**config.mk**
```make
export PLATFORM = sky130hd
export DESIGN_NAME = mul8s_rr_arbiter
export DESIGN_NICKNAME = d
export VERILOG_FILES = /design/src/rtl/mul8s_pkg.sv /design/src/rtl/mul8s_fast.sv /design/src/rtl/mul8s_rr_arbiter.sv
export SDC_FILE = /design/constraint.sdc
export NUM_CORES = 1
export LEC_CHECK = 0
export CORE_MARGIN = 10
export CORE_UTILIZATION = 48
export DETAILED_ROUTE_END_ITERATION = 8
export PLACE_DENSITY = 0.77
export SLEW_MARGIN = 15
export SYNTH_ARGS = -nofsm -noshare
export SYNTH_HDL_FRONTEND = slang
export SYNTH_SLANG_ARGS = --single-unit
```
**constraint.sdc**
```tcl
create_clock -name clk -period 7.4 [get_ports clk]
set_input_delay 1.48 -clock clk [delete_from_list [all_inputs] [get_ports clk]]
set_output_delay 1.48 -clock clk [all_outputs]
set_load 0.05 [all_outputs]
```
**src/rtl/mul8s_pkg.sv**
```systemverilog
`default_nettype none
// ============================================================================
// Module      : mul8s_pkg
// Description : Shared constants for the mul8s family: default requester
//               count, result-owner ID width and the two-state encoding of
//               the arbiter's result register.
// Revision    : 1.0 - initial release
// ============================================================================
package mul8s_pkg;

    // Default number of requesters sharing one multiplier (legal 2..8)
    localparam int c_nreq_default = 4;

    // Width of the requester index carried with each result
    localparam int c_id_w = 3;

    // Result-register state encoding
    localparam logic [0:0] c_st_empty = 1'b0;
    localparam logic [0:0] c_st_full  = 1'b1;

endpackage : mul8s_pkg
`default_nettype wire

```
**src/rtl/mul8s_fast.sv**
```systemverilog
`default_nettype none
// ============================================================================
// Module      : mul8s_fast
// Description : Purely combinational signed 8x8 -> 16 multiplier.
//               Two's complement, full-precision result, no saturation.
// Ports       : i_a  - signed multiplicand
//               i_b  - signed multiplier
//               o_y  - signed product i_a * i_b
// Revision    : 1.0 - initial release
// ============================================================================
module mul8s_fast (
    input  logic signed [7:0]  i_a,
    input  logic signed [7:0]  i_b,
    output logic signed [15:0] o_y
);

    // Both operands are signed, so the 16-bit context sign-extends them
    // before multiplying; -128*-128 = 16384 still fits.
    assign o_y = i_a * i_b;

endmodule : mul8s_fast
`default_nettype wire

```
**src/rtl/mul8s_rr_arbiter.sv**
```systemverilog
`default_nettype none
// ============================================================================
// Module      : mul8s_rr_arbiter
// Description : Round-robin arbiter in front of a single shared signed 8x8
//               multiplier. One request is accepted per cycle into a
//               one-entry result register (latency 1). Backpressure on the
//               result side blocks all acceptances until it drains.
// Ports       : clk        - clock, all state on rising edge
//               rst_n      - synchronous active-low reset
//               req_valid  - per-requester operand pair pending
//               req_ready  - one-hot (or zero) accept strobe
//               req_a      - packed signed multiplicands, 8 bits each
//               req_b      - packed signed multipliers, 8 bits each
//               rsp_valid  - result register holds a product
//               rsp_ready  - consumer takes the result this cycle
//               rsp_y      - signed product
//               rsp_id     - index of the requester owning rsp_y
// Revision    : 1.0 - initial release
// ============================================================================
module mul8s_rr_arbiter
    import mul8s_pkg::*;
#(
    parameter int NREQ = c_nreq_default
) (
    input  logic                  clk,
    input  logic                  rst_n,
    input  logic [NREQ-1:0]       req_valid,
    output logic [NREQ-1:0]       req_ready,
    input  logic [8*NREQ-1:0]     req_a,
    input  logic [8*NREQ-1:0]     req_b,
    output logic                  rsp_valid,
    input  logic                  rsp_ready,
    output logic [15:0]           rsp_y,
    output logic [c_id_w-1:0]     rsp_id
);

    // Requester count and last index in pointer arithmetic width
    localparam logic [c_id_w:0]   c_nreq = (c_id_w + 1)'(NREQ);
    localparam logic [c_id_w-1:0] c_last = c_id_w'(NREQ - 1);

    // ------------------------------------------------------------------
    // State
    // ------------------------------------------------------------------
    logic [0:0]              r_state;
    logic [0:0]              w_state_nxt;
    logic [c_id_w-1:0]       r_ptr;
    logic [15:0]             r_y;
    logic [c_id_w-1:0]       r_id;

    // ------------------------------------------------------------------
    // Round-robin search
    // ------------------------------------------------------------------
    logic [2*NREQ-1:0]       w_dbl;
    logic [NREQ-1:0]         w_rot;
    logic                    w_found;
    logic [c_id_w-1:0]       w_off;
    logic [c_id_w:0]         w_sum;
    logic [c_id_w-1:0]       w_win;
    logic                    w_accept;

    // Rotating a doubled copy right by ptr puts requester (ptr+k) mod NREQ
    // at bit k, so a fixed-priority scan from bit 0 is the round-robin scan.
    assign w_dbl = {req_valid, req_valid} >> r_ptr;
    assign w_rot = w_dbl[NREQ-1:0];

    always_comb begin
        w_found = 1'b0;
        w_off   = '0;
        for (int k = 0; k < NREQ; k++) begin
            if (!w_found && w_rot[k]) begin
                w_found = 1'b1;
                w_off   = c_id_w'(k);
            end
        end
    end

    // Map the rotated offset back to an absolute requester index
    always_comb begin
        w_sum = {1'b0, r_ptr} + {1'b0, w_off};
        if (w_sum >= c_nreq) begin
            w_sum = w_sum - c_nreq;
        end
        w_win = w_sum[c_id_w-1:0];
    end

    // A slot is free when empty or when the held result drains this cycle.
    // Operands never reach this path, only valid/ptr/state/rsp_ready.
    assign w_accept = rst_n && w_found &&
                      ((r_state == c_st_empty) || rsp_ready);

    always_comb begin
        req_ready = '0;
        for (int i = 0; i < NREQ; i++) begin
            req_ready[i] = w_accept && (w_win == c_id_w'(i));
        end
    end

    // ------------------------------------------------------------------
    // Operand mux and shared multiplier
    // ------------------------------------------------------------------
    logic signed [7:0]       w_a;
    logic signed [7:0]       w_b;
    logic signed [15:0]      w_prod;

    always_comb begin
        w_a = '0;
        w_b = '0;
        for (int i = 0; i < NREQ; i++) begin
            if (w_win == c_id_w'(i)) begin
                w_a = req_a[8*i +: 8];
                w_b = req_b[8*i +: 8];
            end
        end
    end

    mul8s_fast u_mul (
        .i_a (w_a),
        .i_b (w_b),
        .o_y (w_prod)
    );

    // ------------------------------------------------------------------
    // Result-register FSM
    // ------------------------------------------------------------------
    always_ff @(posedge clk) begin
        if (!rst_n) begin
            r_state <= c_st_empty;
        end else begin
            r_state <= w_state_nxt;
        end
    end

    always_comb begin
        w_state_nxt = r_state;
        case (r_state)
            c_st_empty: begin
                if (w_accept) begin
                    w_state_nxt = c_st_full;
                end
            end
            c_st_full: begin
                // Drain with a simultaneous accept keeps the register full
                if (rsp_ready && !w_accept) begin
                    w_state_nxt = c_st_empty;
                end
            end
            default: begin
                w_state_nxt = c_st_empty;
            end
        endcase
    end

    // ------------------------------------------------------------------
    // Result payload and round-robin pointer
    // ------------------------------------------------------------------
    always_ff @(posedge clk) begin
        if (!rst_n) begin
            r_y   <= '0;
            r_id  <= '0;
            r_ptr <= '0;
        end else if (w_accept) begin
            r_y   <= w_prod;
            r_id  <= w_win;
            r_ptr <= (w_win == c_last) ? '0 : w_win + 1'b1;
        end
    end

    assign rsp_valid = (r_state == c_st_full);
    assign rsp_y     = r_y;
    assign rsp_id    = r_id;

endmodule : mul8s_rr_arbiter
`default_nettype wire

```
==> results.py, run 1 <==
metrics = {
    "status": {
        "status": "complete, but fails checks",
        "failed_checks": "negative setup slack",
    },
    "setup_path": {
        "rr_worst_depth": 28,
        "cp_max_fo": 7,
        "r2r_end": "rsp_y[9]$_SDFFE_PN0P_",
        "crit_type": "input port to flip-flop",
        "end_kind": "flip-flop",
        "arrival_ps": 7840,
        "slowest_delay_ps": 610,
        "ff2ff_setup_slack_ps": 340,
        "critPathRequiredTime_ps": 7560,
        "start_kind": "input port",
        "critPathSlowestCell": "fa_2",
        "r2r-start": "r_ptr[0]$_SDFFE_PN0P_",
    },
    "hold_path": {
        "min_from": "rsp_y[11]$_SDFFE_PN0P_",
        "whs_endpoint": "rsp_y[11]$_SDFFE_PN0P_",
        "hold_path.class": "flip-flop to flip-flop",
        "hold_depth": 2,
    },
    "floorplanning": {
        "core_um2": 8721,
        "ios": 95,
        "rows": 34,
        "die_w_um": 114.7,
        "die_h_um": 114.7,
        "start_util": 0.4938,
        "dieArea_um2": 13160,
    },
    "final_layout": {
        "seq_area_um2": 460.4,
        "nets": 892,
        "area_growth_pct": 67.66,
        "drive_above_1_share": 0.3745,
        "final_cells": 837,
        "multiInputGateArea_um2": 4182,
        "fillerInstances": 444,
        "antenna_cells": 0,
    },
    "route": {
        "routedWlPerCell_um": 20.60,
        "via_per_inst": 5.705,
        "first_pass_iters": 5,
        "vias": 4775,
        "drc_errors": 0,
        "wl_um": 17250,
        "drt_iter0_markers": 268,
        "ant_nets": 0,
    },
    "cts": {
        "clk_latency_ps": 280,
        "clock-sinks": 23,
        "cts_tree": "built",
        "clkTransAtPathRegs_ps": 100,
        "cts_made_buffers": 3,
        "cts_buffer_depth": 2,
        "htreeDepth": 1,
        "root_buffer": "clkbuf_8",
    },
    "global_route": {
        "grt_pass1_wl_um": 24950,
        "grt_pass1_vias": 5206,
        "grt_usage": 0.2328,
        "grt_overflow": 0,
        "grt_start_max_net_pins": 31,
        "antenna_found_initial": 0,
    },
    "timing": {
        "max_freq_ghz": 0.1303,
        "skew_ps": 7.821,
        "rsz0062_at_grt": "true",
        "max_slew_margin": 0.5619,
        "min_period_ps": 7677,
        "layout_setup_ws_ps": -277.4,
        "fin_crit_sh": 1.037,
        "worst_slew_pin_slew_ps": 653.1,
        "slew_viol_final": 0,
        "hold_viol": 0,
        "finalSetupViolCount": 7,
    },
    "synth": {
        "syn_area_per_cell_um2": 8.172,
        "synthTopCellsByCount": "90 x inv_1, 61 x nor2_1, 56 x fa_1, 45 x nand2_1, 35 x ha_1",
        "synth_top_cell_area_share": 0.2603,
        "synth_most_common_cell": "inv_1",
        "synthCells": 527,
        "synth_area_um2": 4307,
        "synth_edf_count": 0,
        "seq_area_frac_synth": 0.1069,
        "synth_cell_types": 60,
        "ys_async_sr_fraction": 0,
        "ys_ff_latch": 23,
        "synth_area_leaders": "fa_1 26%, dfxtp_1 11%, ha_1 10%",
        "yosysTopAreaCell": "fa_1",
        "ys.flop_type": "dfxtp_1",
        "yosys_warnings": 0,
        "syn_nets": 689,
    },
    "placed_design": {
        "dp.cells": 796,
        "numPortBuffers": 94,
        "dpl_worst_slack_ps": -1030,
        "hpwlAfterDp_um": 11340,
        "gp_congestion": 0.9492,
    },
    "job": {
        "drv_cap": 0,
    },
}
## state kept, by name, indices dropped and copies added, names as in the netlist
name       count
rsp_y         16
rsp_valid      1
r_ptr          3
rsp_id         3
## how the worst max path moves through the flow
| stage | startpoint | end | slack (ps) | depth (start not counted) |
|---|---|---|---|---|
| 2_1_floorplan | req_valid[2] | rsp_y[15]$_SDFFE_PN0P_ | -6 | 25 |
| 3_3_place_gp | req_valid[2] | rsp_y[15]$_SDFFE_PN0P_ | -820 | 26 |
| 3_5_place_dp | req_valid[3] | rsp_y[9]$_SDFFE_PN0P_ | -1030 | 27 |
| 4_1_cts | req_valid[3] | rsp_y[9]$_SDFFE_PN0P_ | -60 | 32 |
| 5_1_grt | req_valid[2] | rsp_y[12]$_SDFFE_PN0P_ | -490 | 32 |
| 6_report | req_valid[3] | rsp_y[9]$_SDFFE_PN0P_ | -280 | 31 |
## cell usage in the layout (no fill, tap or decap), drive strengths merged, types with 4 or more instances in the layout
| cell type | instances |
|---|---|
| buf | 130 |
| inv | 91 |
| clkdlybuf4s50 | 90 |
| nor2 | 61 |
| fa | 56 |
| nand2 | 46 |
| ha | 35 |
| nor2b | 26 |
| dfxtp | 23 |
| nand3 | 20 |
| a21oi | 17 |
| a221oi | 17 |
| o31ai | 15 |
| mux2i | 14 |
| o21ai | 11 |
| xnor2 | 10 |
| and2 | 7 |
| and2b | 5 |
| nor3 | 5 |
| a21o | 4 |
| a211oi | 4 |
## per-stage QoR
step                cell area, um^2  utilization  TNS [ps]  hold slack (ps)
floorplan                      4798            -    -6.161            543.4
global placement               6431       0.7374     -5702            451.0
detailed placement             6431       0.7374     -8069            470.3
CTS                            6898       0.7910    -180.7            487.8
global route                   7221       0.8280     -3272            515.4
finish                         7221       0.8280     -1491            498.4
## metal layers
metal | vias to the layer above | track usage | routed length (um)
met5 | - | 0 | 0
met2 | 208 | 0.4262 | 9124
met3 | 81 | 0.04140 | 977
li1 | 2142 | - | -
met4 | 0 | 0.09653 | 869
met1 | 2344 | 0.2584 | 6273
## layout make-up
type                            count  share of cell area
Sequential cell                    23             0.06377
Clock buffer                        3            0.005718
Timing Repair Buffer              220              0.2842
Tap cell                          108             0.01871
Multi-Input combinational cell    390              0.5791
Clock inverter                      1           0.0006931
Inverter                           92             0.04783
## logic make-up after synthesis
family	synth area share
DFF	0.1069
adders and majority gates	0.3620
AOI/OAI and AO/OA	0.1572
xor gates and xnor gates	0.02440
and+or+nand+nor	0.2069
muxes	0.03254
buffers and inverters	0.1101
## timing repair
item / CTS / global route
pin swaps: 56 / 51
setup buffers: 28 / 10
endpoints found under the hold margin: 0 / 0
resized for setup: 81 / 50
endpoints found under the setup margin: 10 / 9
hold buffers: 0 / 0
## critical path, delay by kind of cell
kind	cells	cell delay, ps
simple gates	8	1070
compound gates	6	1020
fa+ha+maj	8	3420
buf+inv	9	860
Power of run 1 is left out: the tool's default activity adds up to more than one toggle a clock period on the data nets, which glitch-free logic cannot reach.
==> run 2, diff against run 1 <==
CORE_MARGIN = 4   (was 10)
==> results.py, run 2 (same netlist as run 1, synthesis figures left out) <==
metrics = {
    "timing": {
        "max_slew_margin": 0.5520,
        "max_freq_ghz": 0.1287,
        "worst_slew_pin_slew_ps": 667.9,
        "skew_ps": 8.769,
        "fin_crit_sh": 1.050,
        "rsz0062_at_grt": "true",
        "slew_viol_final": 0,
        "finalSetupViolCount": 8,
        "layout_setup_ws_ps": -372.9,
        "min_period_ps": 7773,
        "hold_viol": 0,
    },
    "cts": {
        "htreeDepth": 1,
        "hold_buffers": 0,
        "cts_tree": "built",
        "cts_buffer_depth": 2,
        "root_buffer": "clkbuf_8",
        "cts_made_buffers": 3,
        "clkTransAtPathRegs_ps": 90,
        "clk_latency_ps": 280,
        "clock-sinks": 23,
    },
    "hold_path": {
        "whs_endpoint": "rsp_y[14]$_SDFFE_PN0P_",
        "hold_path.class": "flip-flop to flip-flop",
        "hold_depth": 2,
        "min_from": "rsp_y[14]$_SDFFE_PN0P_",
    },
    "setup_path": {
        "slowest_delay_ps": 590,
        "arrival_ps": 7920,
        "cp_max_fo": 6,
        "end_kind": "flip-flop",
        "ff2ff_setup_slack_ps": 200,
        "r2r_end": "rsp_y[11]$_SDFFE_PN0P_",
        "crit_type": "input port to flip-flop",
        "critPathRequiredTime_ps": 7550,
        "startpoint": "req_valid[2]",
        "rr_worst_depth": 31,
        "crit_top_cell": "fa_1",
        "critPathSlowestCell": "fa_2",
        "start_kind": "input port",
        "r2r-start": "r_ptr[0]$_SDFFE_PN0P_",
    },
    "route": {
        "via_per_inst": 6.008,
        "first_pass_iters": 5,
        "wl_um": 18730,
        "drc_errors": 0,
        "drt_iter0_markers": 374,
        "vias": 5101,
        "ant_nets": 0,
        "routedWlPerCell_um": 22.06,
    },
    "final_layout": {
        "drive_above_1_share": 0.3954,
        "final_common_cell": "buf_4",
        "postLayoutCoreUtil": 0.8557,
        "nets": 904,
        "design_area_um2": 7462,
        "largest_reg_flops": 16,
        "fillerInstances": 376,
        "antenna_cells": 0,
        "area_growth_pct": 73.27,
        "layout_common_cells": "111 x buf_4, 90 x clkdlybuf4s50_1, 75 x inv_1, 49 x fa_1, 44 x nor2_1",
    },
    "global_route": {
        "antenna_found_initial": 0,
        "grt_overflow": 0,
        "grt_pass1_wl_um": 23890,
        "grt_usage": 0.2889,
        "grt_pass1_vias": 5152,
        "grt_start_max_net_pins": 32,
    },
    "floorplanning": {
        "start_util": 0.4938,
        "die_w_um": 102.7,
        "ios": 95,
        "dieArea_um2": 10550,
        "die_h_um": 102.7,
        "rows": 34,
        "core_um2": 8721,
    },
    "placed_design": {
        "hpwlAfterDp_um": 10580,
        "numPortBuffers": 94,
        "gp_congestion": 0.9475,
        "place_area_um2": 6394,
    },
    "status": {
        "status": "complete, but fails checks",
        "failed_checks": "negative setup slack",
    },
    "job": {
        "drv_cap": 0,
    },
}
[run 2: changes by cell type in the layout (fill, tap and decap cells not counted), moves of 4 or more]
cell     previous run  this run
buf_4             106       111
buf_6              12        17
nand2_2            13         8
nand2_4             1         6
fa_1               53        49
fa_2                3         7
nand3_1            13         9
[run 2: worst max-delay path: cells and delay by family]
| kind | cells | cell delay, ps |
|---|---|---|
| AO/OA/AOI/OAI | 7 | 1150 |
| adder cells (fa/ha/maj) | 8 | 3330 |
| buffers and inverters | 9 | 860 |
| AND/OR/NAND/NOR | 8 | 1090 |
[run 2: final cells by class]
cell class                 instances  area, um^2  area share
clock inverter                     1       5.005   0.0006707
sequential                        23       460.4     0.06170
clock buffer                       3       41.29    0.005533
multi-input combinational        390        4294      0.5755
inverter                          92       347.8     0.04661
tap                              108       135.1     0.01811
timing repair buffer             232        2178      0.2919
[run 2: how the worst max path moves through the flow]
stage	end	slack [ps]	depth (start not counted)
after global routing	rsp_y[15]$_SDFFE_PN0P_	-580	30
after floorplan	rsp_y[15]$_SDFFE_PN0P_	-6	25
after CTS	rsp_y[9]$_SDFFE_PN0P_	-50	28
after global placement	rsp_y[15]$_SDFFE_PN0P_	-780	26
after detailed placement	rsp_y[14]$_SDFFE_PN0P_	-930	30
final	rsp_y[11]$_SDFFE_PN0P_	-370	32
[run 2: layer usage]
metal,track usage,vias up,wire length (um)
li1,-,2159,-
met1,0.3291,2516,6501
met2,0.5298,314,9756
met3,0.04398,112,1304
met4,0.1302,0,1167
met5,0,-,0
[run 2: metrics by stage]
stage          instances  hold slack (ps)  setup slack (ps)  setup TNS, ps
3_3_place_gp         796            445.1            -783.9          -5686
5_1_grt              849            503.5            -579.9          -4078
6_report             849            468.7            -372.9          -2100
3_5_place_dp         796            449.4            -933.5          -6912
2_1_floorplan        527            543.4            -6.161         -6.161
4_1_cts              829            466.7            -45.43         -65.59
[run 2: what timing repair did]
action	in CTS	in global routing
endpoints found under the setup margin	10	9
gates cloned	1	1
setup buffers	28	20
pin swaps	45	53
gates resized for setup	72	87
Power of run 2 is left out for the same reason.
